===== src/rtl/mem_sched_pkg.sv =====
// rtl/mem_sched_pkg.sv - shared types and region decode for the memory request scheduler
package mem_sched_pkg;

    // Widest address and largest rule table the region decode handles; callers zero-extend.
    localparam int unsigned MaxAddrWidth = 64;
    localparam int unsigned MaxNiRules   = 8;

    typedef enum logic [1:0] {
        ARB,
        DRAIN,
        HOLD,
        SERIAL
    } sched_state_e;

    typedef logic [MaxNiRules-1:0][MaxAddrWidth-1:0] ni_rule_tab_t;

    // An address is non-idempotent when it falls in [base, base+length) of any enabled rule.
    // The upper bound is formed one bit wider so a region ending at the top of memory does not wrap.
    function automatic logic is_non_idempotent(
        input logic [MaxAddrWidth-1:0] addr,
        input ni_rule_tab_t            base,
        input ni_rule_tab_t            length,
        input int unsigned             nr_rules
    );
        logic                  hit;
        logic [MaxAddrWidth:0] limit;
        hit = 1'b0;
        for (int unsigned r = 0; r < MaxNiRules; r++) begin
            limit = {1'b0, base[r]} + {1'b0, length[r]};
            if ((r < nr_rules) && (length[r] != '0) && (addr >= base[r]) && ({1'b0, addr} < limit)) begin
                hit = 1'b1;
            end
        end
        return hit;
    endfunction

endpackage


===== src/rtl/mem_sched_rr_pick.sv =====
// rtl/mem_sched_rr_pick.sv - combinational round-robin picker
module mem_sched_rr_pick #(
    parameter int unsigned NrPorts  = 3,
    parameter int unsigned IdxWidth = 2
) (
    input  logic [NrPorts-1:0]  valid,
    input  logic [IdxWidth-1:0] ptr,
    output logic [IdxWidth-1:0] winner,
    output logic                any_valid
);

    int unsigned         idx;
    logic [IdxWidth-1:0] idx_sel;

    // Scan from the pointer upwards, wrapping, and take the first valid port.
    always_comb begin
        winner    = '0;
        any_valid = 1'b0;
        idx       = 0;
        idx_sel   = '0;
        for (int unsigned off = 0; off < NrPorts; off++) begin
            idx = 32'(ptr) + off;
            if (idx >= NrPorts) begin
                idx = idx - NrPorts;
            end
            idx_sel = IdxWidth'(idx);
            if (!any_valid && valid[idx_sel]) begin
                any_valid = 1'b1;
                winner    = idx_sel;
            end
        end
    end

endmodule


===== src/rtl/mem_req_scheduler.sv =====
// rtl/mem_req_scheduler.sv - round-robin memory request scheduler with outstanding cap and NI serialization
module mem_req_scheduler
    import mem_sched_pkg::*;
#(
    parameter int unsigned NrPorts        = 3,
    parameter int unsigned AddrWidth      = 64,
    parameter int unsigned IdWidth        = 4,
    parameter int unsigned MaxOutstanding = 7,
    parameter int unsigned NrNiRules      = 2,
    parameter logic [NrNiRules-1:0][AddrWidth-1:0] NiAddrBase = '0,
    parameter logic [NrNiRules-1:0][AddrWidth-1:0] NiLength   = '0
) (
    input  logic                                   clk_i,
    input  logic                                   rst_i,
    input  logic [NrPorts-1:0]                     req_valid_i,
    output logic [NrPorts-1:0]                     req_ready_o,
    input  logic [NrPorts-1:0][AddrWidth-1:0]      req_addr_i,
    input  logic [NrPorts-1:0]                     req_we_i,
    output logic                                   mem_valid_o,
    input  logic                                   mem_ready_i,
    output logic [AddrWidth-1:0]                   mem_addr_o,
    output logic                                   mem_we_o,
    output logic [IdWidth-1:0]                     mem_id_o,
    input  logic                                   rsp_valid_i,
    input  logic [IdWidth-1:0]                     rsp_id_i,
    output logic [$clog2(MaxOutstanding+1)-1:0]    outstanding_o
);

    localparam int unsigned IdxWidth = (NrPorts > 1) ? $clog2(NrPorts) : 1;
    localparam int unsigned CntWidth = $clog2(MaxOutstanding + 1);
    localparam logic [CntWidth-1:0] MaxCnt = CntWidth'(MaxOutstanding);

    sched_state_e        state_q, state_d;
    logic [IdxWidth-1:0] ptr_q, ptr_next;
    logic [IdxWidth-1:0] drain_idx_q;
    logic                ni_q;
    logic [AddrWidth-1:0] mem_addr_q;
    logic                mem_we_q;
    logic [IdWidth-1:0]  mem_id_q;
    logic [CntWidth-1:0] cnt_q;

    logic [IdxWidth-1:0] winner, cap_idx;
    logic                any_valid, winner_ni;
    logic                capture, set_ni, clr_ni, latch_drain;
    logic                mem_hs, rsp_dec;
    ni_rule_tab_t        ni_base_tab, ni_len_tab;

    mem_sched_rr_pick #(
        .NrPorts  (NrPorts),
        .IdxWidth (IdxWidth)
    ) i_rr_pick (
        .valid     (req_valid_i),
        .ptr       (ptr_q),
        .winner    (winner),
        .any_valid (any_valid)
    );

    // Widen the region rules into the package's fixed-size table.
    always_comb begin
        ni_base_tab = '0;
        ni_len_tab  = '0;
        for (int unsigned r = 0; r < NrNiRules; r++) begin
            ni_base_tab[r] = MaxAddrWidth'(NiAddrBase[r]);
            ni_len_tab[r]  = MaxAddrWidth'(NiLength[r]);
        end
    end

    assign winner_ni = is_non_idempotent(MaxAddrWidth'(req_addr_i[winner]), ni_base_tab, ni_len_tab, NrNiRules);

    // Next-state and capture decision; capture only ever happens from ARB or DRAIN.
    always_comb begin
        state_d     = state_q;
        capture     = 1'b0;
        cap_idx     = winner;
        set_ni      = 1'b0;
        clr_ni      = 1'b0;
        latch_drain = 1'b0;
        case (state_q)
            ARB: begin
                if (any_valid) begin
                    if (winner_ni) begin
                        if (cnt_q == '0) begin
                            capture = 1'b1;
                            set_ni  = 1'b1;
                            state_d = HOLD;
                        end else begin
                            latch_drain = 1'b1;
                            state_d     = DRAIN;
                        end
                    end else if (cnt_q < MaxCnt) begin
                        capture = 1'b1;
                        state_d = HOLD;
                    end
                end
            end
            DRAIN: begin
                cap_idx = drain_idx_q;
                if (cnt_q == '0) begin
                    capture = 1'b1;
                    set_ni  = 1'b1;
                    state_d = HOLD;
                end
            end
            HOLD: begin
                if (mem_ready_i) begin
                    state_d = ni_q ? SERIAL : ARB;
                end
            end
            SERIAL: begin
                if (rsp_valid_i && (rsp_id_i == mem_id_q)) begin
                    clr_ni  = 1'b1;
                    state_d = ARB;
                end
            end
            default: state_d = ARB;
        endcase
    end

    // One-hot ready strobe for the captured port and the rotated pointer.
    always_comb begin
        req_ready_o = '0;
        if (capture) begin
            req_ready_o[cap_idx] = 1'b1;
        end
        if (cap_idx == IdxWidth'(NrPorts - 1)) begin
            ptr_next = '0;
        end else begin
            ptr_next = cap_idx + IdxWidth'(1);
        end
    end

    // State, pointer and captured request registers.
    always_ff @(posedge clk_i) begin
        if (rst_i) begin
            state_q     <= ARB;
            ptr_q       <= '0;
            drain_idx_q <= '0;
            ni_q        <= 1'b0;
            mem_addr_q  <= '0;
            mem_we_q    <= 1'b0;
            mem_id_q    <= '0;
        end else begin
            state_q <= state_d;
            if (capture) begin
                ptr_q      <= ptr_next;
                mem_addr_q <= req_addr_i[cap_idx];
                mem_we_q   <= req_we_i[cap_idx];
                mem_id_q   <= IdWidth'(cap_idx);
            end
            if (latch_drain) begin
                drain_idx_q <= winner;
            end
            if (set_ni) begin
                ni_q <= 1'b1;
            end else if (clr_ni) begin
                ni_q <= 1'b0;
            end
        end
    end

    assign mem_hs  = (state_q == HOLD) && mem_ready_i;
    assign rsp_dec = rsp_valid_i && (cnt_q != '0);

    // In-flight counter; a response with nothing in flight is dropped.
    always_ff @(posedge clk_i) begin
        if (rst_i) begin
            cnt_q <= '0;
        end else begin
            case ({mem_hs, rsp_dec})
                2'b10:   cnt_q <= cnt_q + CntWidth'(1);
                2'b01:   cnt_q <= cnt_q - CntWidth'(1);
                default: cnt_q <= cnt_q;
            endcase
        end
    end

    assign mem_valid_o   = (state_q == HOLD);
    assign mem_addr_o    = mem_addr_q;
    assign mem_we_o      = mem_we_q;
    assign mem_id_o      = mem_id_q;
    assign outstanding_o = cnt_q;

endmodule

===== config.mk =====
export PLATFORM = sky130hd
export DESIGN_NAME = mem_req_scheduler
export DESIGN_NICKNAME = d
export VERILOG_FILES = /design/src/rtl/mem_sched_pkg.sv /design/src/rtl/mem_sched_rr_pick.sv /design/src/rtl/mem_req_scheduler.sv
export SDC_FILE = /design/constraint.sdc
export NUM_CORES = 1
export LEC_CHECK = 0
export ABC_AREA = 1
export CORE_MARGIN = 5
export CORE_UTILIZATION = 30
export DETAILED_ROUTE_END_ITERATION = 12
export PLACE_DENSITY = 0.67
export SYNTH_ARGS = -nofsm -noshare
export SYNTH_HDL_FRONTEND = slang
export SYNTH_SLANG_ARGS = --single-unit

===== constraint.sdc =====
create_clock -name clk_i -period 2.12 [get_ports clk_i]
set_input_delay 0.212 -clock clk_i [delete_from_list [all_inputs] [get_ports clk_i]]
set_output_delay 0.212 -clock clk_i [all_outputs]
set_load 0.005 [all_outputs]

Word-level counts from Yosys, hierarchy flattened

Cells that the tools add are included.

Output and inout port bits: 76
Register bits: 75
Input port bits: 206

Mux-type cells: 41
Eq/ne operators: 12
$lt $le $gt $ge: 9
$add $sub $neg: 8
Reductions and logical operators: 14

Operators by type and width:

| operator              | number |
|---|---|
| $bmux W64 S2          | 1 |
| $mux W64              | 1 |
| $mux W2               | 14 |
| $mux W1               | 16 |
| $lt A2 B3 Y1 const B  | 4 |
| $bmux W1 S2           | 4 |
| $eq A2 B2 Y1 const B  | 4 |
| $ne A2 B2 Y1 const B  | 4 |
| $pmux W2 S4           | 1 |
| $ge A3 B2 Y1 const B  | 2 |
| $logic_and A1 B1 Y1   | 6 |
| $pmux W3 S2           | 1 |
| $sub A2 B2 Y2 const B | 3 |
| $reduce_and A5 Y1     | 1 |
| $eq A2 B1 Y1 const B  | 2 |
| $eq A4 B2 Y1          | 1 |
| $reduce_bool A2 Y1    | 2 |
| $add A2 B1 Y3 const B | 1 |
| $add A2 B2 Y3 const B | 1 |
| $add A3 B1 Y3 const B | 1 |
| $logic_not A3 Y1      | 1 |
| $lt A3 B3 Y1 const B  | 1 |
| $mux W3               | 1 |
| $reduce_bool A3 Y1    | 1 |
| 9 further kinds       | 10 |

Depth between registers and ports, before layout

Gate-level depths: netlist of the first run.

Depth after elaboration: 17
Gate-level depth with buffers: 18
Gate-level depth less buffers: 16

Hierarchy

A second synthesis of the first run with hierarchy kept.

Cells, all modules: 793
Area, all modules: 4644.5 um^2

Modules (own cells, without submodules):

| module            | area an instance (um^2) | instances | sequential area each (um^2) | cells each |
|---|---|---|---|---|
| mem_req_scheduler | 4404.2                  | 1         | 1501.4                      | 742 |
| mem_sched_rr_pick | 240.2                   | 1         | 0.0                         | 51 |

Worst setup path after synthesis of the first run

No wires, ideal clock.

Path type: reg-to-output
Start point: register ptr_q[0]
End point: output port req_ready_o[1]
Data arrival time: 1.840 ns
Setup slack: 0.068 ns
Required time: 1.908 ns
Stages on the path, launching flop included: 15
Cells stage by stage: dfxtp_1 inv_1 ha_1 inv_2 nand2_1 nand2_1 nand2_1 nand2_2 inv_2 nand3_1 nand3_2 nand2_4 clkbuf_1 nand3_1 inv_1

Longest elaborated chain between the ends: 17

RTL lines:

| item                                                   | line                     | text |
|---|---|---|
| start: declaration                                     | mem_req_scheduler.sv:34  | `logic [IdxWidth-1:0] ptr_q, ptr_next;` |
| start signal: assignment                               | mem_req_scheduler.sv:145 | `ptr_q <= ptr_next;` |
| branches (longest 16 deep; another with $add A2 B1 Y3) | n/a                      |  |
| $mux W3 (*)                                            | mem_req_scheduler.sv:122 | `if (capture) begin` |
| end: declaration                                       | mem_req_scheduler.sv:16  | `output logic [NrPorts-1:0] req_ready_o,` |

Every way passes the cells marked *. The select of a mux whose other input is x is not followed.

Final worst setup path of the first run

Start point: register ptr_q[0]
End point: output port req_ready_o[2]

Same word-level chain as after synthesis.

==> results of run 1 <==
==> metrics by stage <==
step	util (%)	setup WS [ps]
after floorplan	-	67.7
after global placement	48.5	-293
after detailed placement	48.5	-355
after CTS	51.1	-171
after global routing	51.4	-311
final	51.4	-179
==> power groups by stage <==
stage / combinational [mW] / sequential [mW] / clock, mW
floorplan: 6.33 / 2.22 / 0
global placement: 9.86 / 2.20 / 0
detailed placement: 9.92 / 2.20 / 0
CTS: 10.4 / 2.19 / 1.60
global route: 11.8 / 2.25 / 1.67
finish: 10.5 / 2.20 / 1.55
==> registers in the layout, summed over array words and instances, names as in the netlist <==
| register | flops |
|---|---|
| ni_q | 1 |
| mem_id_o | 2 |
| ptr_q | 2 |
| mem_addr_o | 64 |
| mem_we_o | 1 |
| outstanding_o | 3 |
| state_q | 2 |
==> area by class of cell <==
type	instances	area (um^2)
clock inverters	5	52.6
repair buffers	323	3230
well taps	225	282
fillers	1755	8380
flip-flops and latches	75	1510
clock buffers	11	243
multi-input cells	655	2930
inverters	160	613
==> metal layers <==
metal / part of all wire (%) / vias to the layer above / wire, um / global-route usage (%)
met1: 41 / 2904 / 8480 / 22.7
met2: 48 / 220 / 9860 / 33.2
met3: 9.0 / 27 / 1850 / 6.55
met5: 0 / - / 0 / 0
li1: - / 3391 / - / -
met4: 1.6 / 0 / 337 / 5.20
==> worst paths after layout <==
path | end | slack [ps] | depth (start not counted)
worst min-delay path | state_q[0]$_SDFFE_PP0P_ | 430 | 4
worst max register to register | mem_addr_o[40]$_SDFFE_PP0P_ | -100 | 13
worst min register to register | ni_q$_SDFFE_PP0P_ | 480 | 2
worst max-delay path | req_ready_o[2] | -180 | 12
==> cell usage after synthesis <==
cell type  instances  area (um^2)
a21oi_1           24          120
nand4_1            3         18.8
fa_1               1         20.0
nor2_1           164          616
dfxtp_1           75         1500
o21ai_1            1         5.00
nand2_4            1         11.3
clkbuf_1          18         67.6
buf_2             19         95.1
inv_1            154          578
buf_4             14          105
nand3_1          131          656
nor2_2             1         6.26
conb_1             1         3.75
or2_2              2         12.5
buf_6              5         56.3
nand2_1          278         1040
inv_2              6         22.5
ha_1               3         37.5
nor3_1             2         10.0
buf_1              1         3.75
nand3_2            4         40.0
o21a_1             1         7.51
nand3b_1          14          105
o21ai_0           20          100
nand2_2            3         18.8
==> timing repair <==
action                                  in CTS  in global routing
hold endpoints to repair                     0                  0
endpoints found under the setup margin      71                 71
pin swaps                                    8                  5
setup buffers                               10                  1
gates resized for setup                     36                 12
==> cell families (layout without fill, tap and decap cells) <==
family	Yosys count	after routing	share of synthesized area [%]
compound gates	46	46	4.42
fa+ha+maj	4	4	1.09
buf+inv	217	499	17.6
flops	75	75	28.5
other cells	1	2	0.0713
simple gates	603	603	48.2
==> critical path: cells and delay by family, from the launching register on <==
family | cells | cell delay, ps
buffers and inverters | 5 | 390
DFF | 1 | 370
adders and majority gates | 1 | 250
and+or+nand+nor | 5 | 490
AOI/OAI and AO/OA | 1 | 250
==> flow_summary.ini, run 1 <==
[outcome]
status = finished, violations left
violations = setup timing

[clock_network]
insertion_delay_ps = 340
cts_tree = done
clk_pin_slew_ps = 60
ctsHoldBuffers = 0
clock_path_buffers = 2
root_buffer = clkbuf_16
htreeDepth = 3
cts_made_buffers = 9
clock-sinks = 75

[cells_and_area]
instances_no_fill = 1454
layout_commonest_cell = clkdlybuf4s50_1
fin_nets = 1434
most-common-layout-cells = clkdlybuf4s50_1, nand2_1, nor2_1
area_delta_synth_final_pct = 68.3
drive_above_1_share_pct = 7.65
final_design_area_no_fill_um2 = 8860
antennaDiodeCount = 0

[timing]
drv_slew = 0
whs_ps = 427
finClkSkew_ps = 4.05
tightest_slew_ps = 695
setup-violations-final = 67
fin_ws_ps = -179
timing.fmax_mhz = 435
setup_tns_ps = -4330
rsz0062_at_grt = yes
final-hold-violation-count = 0
relSlewSlack_pct = 53.7
fin_crit_sh_pct = 108
fin_crit_ps = 2300

[pwr]
switching_share_pct = 49.0
peakVddDrop_mv = 1.18
p_int_mw = 7.28
sequentialPowerShare_pct = 15.4
finalPower_mw = 14.3
pwr-share-clk_pct = 10.9
leakagePower_nw = 4.52
pwr_density_cell_nw_per_um2 = 1610
pwr-share-comb_pct = 73.7
switching_power_mw = 7.00

[drt]
dr.pass1.iters = 4
ant_nets = 0
viasPerCell = 4.50
wl_per_cell_um = 14.1
num_vias = 6542
drc = 0
drt_wl_total_um = 20500
first_iter_violations = 282

[place]
gp_congestion = 0.911
dp_hpwl_um = 15200
portBuffers = 279
dpl.cell_count = 1429
place_area_um2 = 8350

[run]
maxCapViolations = 0

[floorplanning]
initial_utilization_pct = 30.5
die_y_um = 142
core_um2 = 17200
io_pins = 282
die_area_um2 = 20300
row_count = 48
die_w_um = 142

[worst_setup_path]
end_kind = output pin
cpMaxStageDelayCell = dfxtp_4
cp-startpoint = ptr_q[0]$_SDFFE_PP0P_
required_ps = 1910
cp_cell_sequence = inv_4, ha_4, o21ai_0, nand2_2, nand3_2, nand3_2, nand2_4, buf_6, buf_6, inv_6, nor2_4, buf_6
reg2reg_from = ptr_q[0]$_SDFFE_PP0P_
critPathMaxStageDelay_ps = 370
start_kind = flip-flop
cp.arrival_ps = 2090
crit_type = flip-flop to output pin
critPathMaxFanout = 5
crit_top_cell = buf_6

[yosys]
ys_ff_latch = 75
yosysWarningCount = 0
yosys.cell_types.count = 26
synthCells = 946
netlist_area_um2 = 5260
synth_seq_area_share_pct = 28.5
avgSynthCellArea_um2 = 5.56

[hold_path]
hp-class = input port to flip-flop
min_from = rst_i

[grt]
antenna_found_initial = 0
grt_pass1_vias = 6027
grt_max_degree = 58
grtUsageTotal_pct = 19.2
overflow = 0
grt_pass1_wl_um = 31200
Power figures use the tool's default switching activity.
==> run 2: changes to the inputs <==
--- a/config.mk
+++ b/config.mk
@@ -6,8 +6,9 @@
 export NUM_CORES = 1
 export LEC_CHECK = 0
 export ABC_AREA = 1
-export CORE_MARGIN = 5
+export CORE_MARGIN = 4
 export CORE_UTILIZATION = 30
+export CTS_CLUSTER_DIAMETER = 200
 export DETAILED_ROUTE_END_ITERATION = 12
 export PLACE_DENSITY = 0.67
 export SYNTH_ARGS = -nofsm -noshare
==> flow_summary.ini, run 2 (synthesis results as in run 1) <==
[drt]
first_iter_violations = 250
wl_per_cell_um = 15.2
viasPerCell = 4.57
dr.pass1.iters = 6
num_vias = 6769
drc = 0
drt_wl_total_um = 22500
ant_nets = 0

[pwr]
p_int_mw = 9.48
switching_share_pct = 47.1
pwr-share-comb_pct = 77.7
switching_power_mw = 8.44
sequentialPowerShare_pct = 12.7
leakagePower_nw = 5.01
peakVddDrop_mv = 0.928
pwr_density_cell_nw_per_um2 = 1810
pwr-share-clk_pct = 9.6

[floorplanning]
die_area_um2 = 19700
row_count = 48
initial_utilization_pct = 30.5
die_y_um = 140
die_w_um = 140
io_pins = 282
core_um2 = 17200

[clock_network]
insertion_delay_ps = 340
root_buffer = clkbuf_16
htreeDepth = 3
cts_made_buffers = 9
clock-sinks = 75
ctsHoldBuffers = 0
clk_pin_slew_ps = 60
cts_tree = done
clock_path_buffers = 2

[cells_and_area]
largest_reg_flops = 64
layout_commonest_cell = clkdlybuf4s50_1
most-common-layout-cells = clkdlybuf4s50_1, nand2_1, inv_1
area_delta_synth_final_pct = 88.0
final_design_area_no_fill_um2 = 9890
fin_nets = 1462
drive_above_1_share_pct = 18.1
antennaDiodeCount = 0

[grt]
antenna_found_initial = 0
grt_max_degree = 58
grtUsageTotal_pct = 20.0
met1_usage_pct = 24.0
grt_pass1_wl_um = 31800
grt_use_met2_pct = 33.8
grt_pass1_vias = 6071
busiest_layer = met2
met3_usage_pct = 5.97
overflow = 0

[worst_setup_path]
rr_endpoint = mem_addr_o[8]$_SDFFE_PP0P_
crit_top_cell = nand2_1
cp-startpoint = ptr_q[0]$_SDFFE_PP0P_
cp_cell_sequence = inv_2, ha_4, buf_4, nand2_1, nand3_1, nand2_2, nand3_2, buf_4, nand2_2, nor2_4, nor2_4, buf_6, clkbuf_16, nand2_1, nand2_1, inv_1, a21oi_2
cpMaxStageDelayCell = dfxtp_2
critPathMaxFanout = 6
ff2ff_setup_slack_ps = -100
end_kind = flip-flop
start_kind = flip-flop
cp-endpoint = mem_addr_o[8]$_SDFFE_PP0P_
crit_type = flip-flop to flip-flop
reg2reg_depth = 17
crit_cells = 17
critPathBufInv = 6
required_ps = 2380
critPathMaxStageDelay_ps = 340
reg2reg_from = ptr_q[0]$_SDFFE_PP0P_
cp.arrival_ps = 2480
cp_top_family = simple AND/OR/NAND/NOR gates

[place]
place_area_um2 = 8540
dp_hpwl_um = 15000
portBuffers = 279
gp_congestion = 0.884

[timing]
fin_crit_ps = 2220
finClkSkew_ps = 6.15
tightest_slew_ps = 705
drv_slew = 0
fin_ws_ps = -104
setup_tns_ps = -2850
timing.fmax_mhz = 450
setup-violations-final = 68
relSlewSlack_pct = 53.0
fin_crit_sh_pct = 105
final-hold-violation-count = 0
rsz0062_at_grt = yes

[hold_path]
hp-class = input port to flip-flop

[outcome]
violations = setup timing
status = finished, violations left

[run]
maxCapViolations = 0
==> run 2: changes by cell type in the layout (fill, tap and decap cells not counted), moves of 9 or more <==
| cell | delta |
|---|---|
| nand2_2 | +45 |
| a21oi_1 | -9 |
| nor2_1 | -17 |
| nand2_4 | +24 |
| nand2_1 | -69 |
| buf_12 | +13 |
| nor2_2 | +16 |
| a21oi_2 | +9 |
==> run 2: metrics by stage <==
stage | setup WS (ps) | util [%] | cells | total power, mW | hold WS (ps)
2_1_floorplan | 67.7 | - | 947 | 8.55 | 427
3_3_place_gp | -313 | 49.6 | 1443 | 12.8 | 474
3_5_place_dp | -322 | 49.6 | 1443 | 12.9 | 479
4_1_cts | -83.6 | 53.0 | 1467 | 15.5 | 450
5_1_grt | -229 | 57.4 | 1482 | 19.3 | 481
6_report | -104 | 57.4 | 1482 | 17.9 | 451
==> run 2: area by class of cell <==
type                    instances  area (um^2)
fillers                      1686         7350
repair buffers                351         3800
flip-flops and latches         75         1500
well taps                     225          282
clock inverters                 4         72.6
multi-input cells             655         3370
clock buffers                  12          256
inverters                     160          611
==> run 2: worst min path at each step <==
stage	start	endpoint	cells after the start
after floorplan	req_addr_i[129]	mem_addr_o[1]$_SDFFE_PP0P_	4
after global routing	rst_i	state_q[0]$_SDFFE_PP0P_	4
after CTS	rst_i	state_q[0]$_SDFFE_PP0P_	4
final	rst_i	state_q[0]$_SDFFE_PP0P_	4
after global placement	ni_q$_SDFFE_PP0P_	ni_q$_SDFFE_PP0P_	2
after detailed placement	ni_q$_SDFFE_PP0P_	ni_q$_SDFFE_PP0P_	2
==> run 2: per-layer routing <==
layer	vias up	part of all wire, %	wire length [um]
met3	35	8.0	1810
met2	241	49	11000
met4	0	2.4	536
met1	3032	41	9220
li1	3461	-	-
met5	-	0	0
==> run 2: repair_timing <==
action / in CTS / in global routing
cloned: 2 / 12
pin swaps: 13 / 70
endpoints found under the setup margin: 72 / 72
buffers inserted: 6 / 3
resized for setup: 54 / 146
==> run 2: power by group through the flow <==
stage / Combinational, mW / Sequential [mW] / Clock (mW)
floorplan: 6.33 / 2.22 / 0
CTS: 11.6 / 2.19 / 1.75
detailed placement: 10.7 / 2.20 / 0
global route: 15.2 / 2.33 / 1.83
finish: 13.9 / 2.27 / 1.72
global placement: 10.6 / 2.19 / 0
==> run 2: worst reg2reg max path: stages, from the launching register on <==
cell and delay (ps):
dfxtp_2 340, inv_2 50, ha_4 260, buf_4 140
nand2_1 50, nand3_1 100, nand2_2 100, nand3_2 100
buf_4 150, nand2_2 70, nor2_4 40, nor2_4 140
buf_6 170, clkbuf_16 160, nand2_1 50, nand2_1 60
inv_1 50, a21oi_2 120
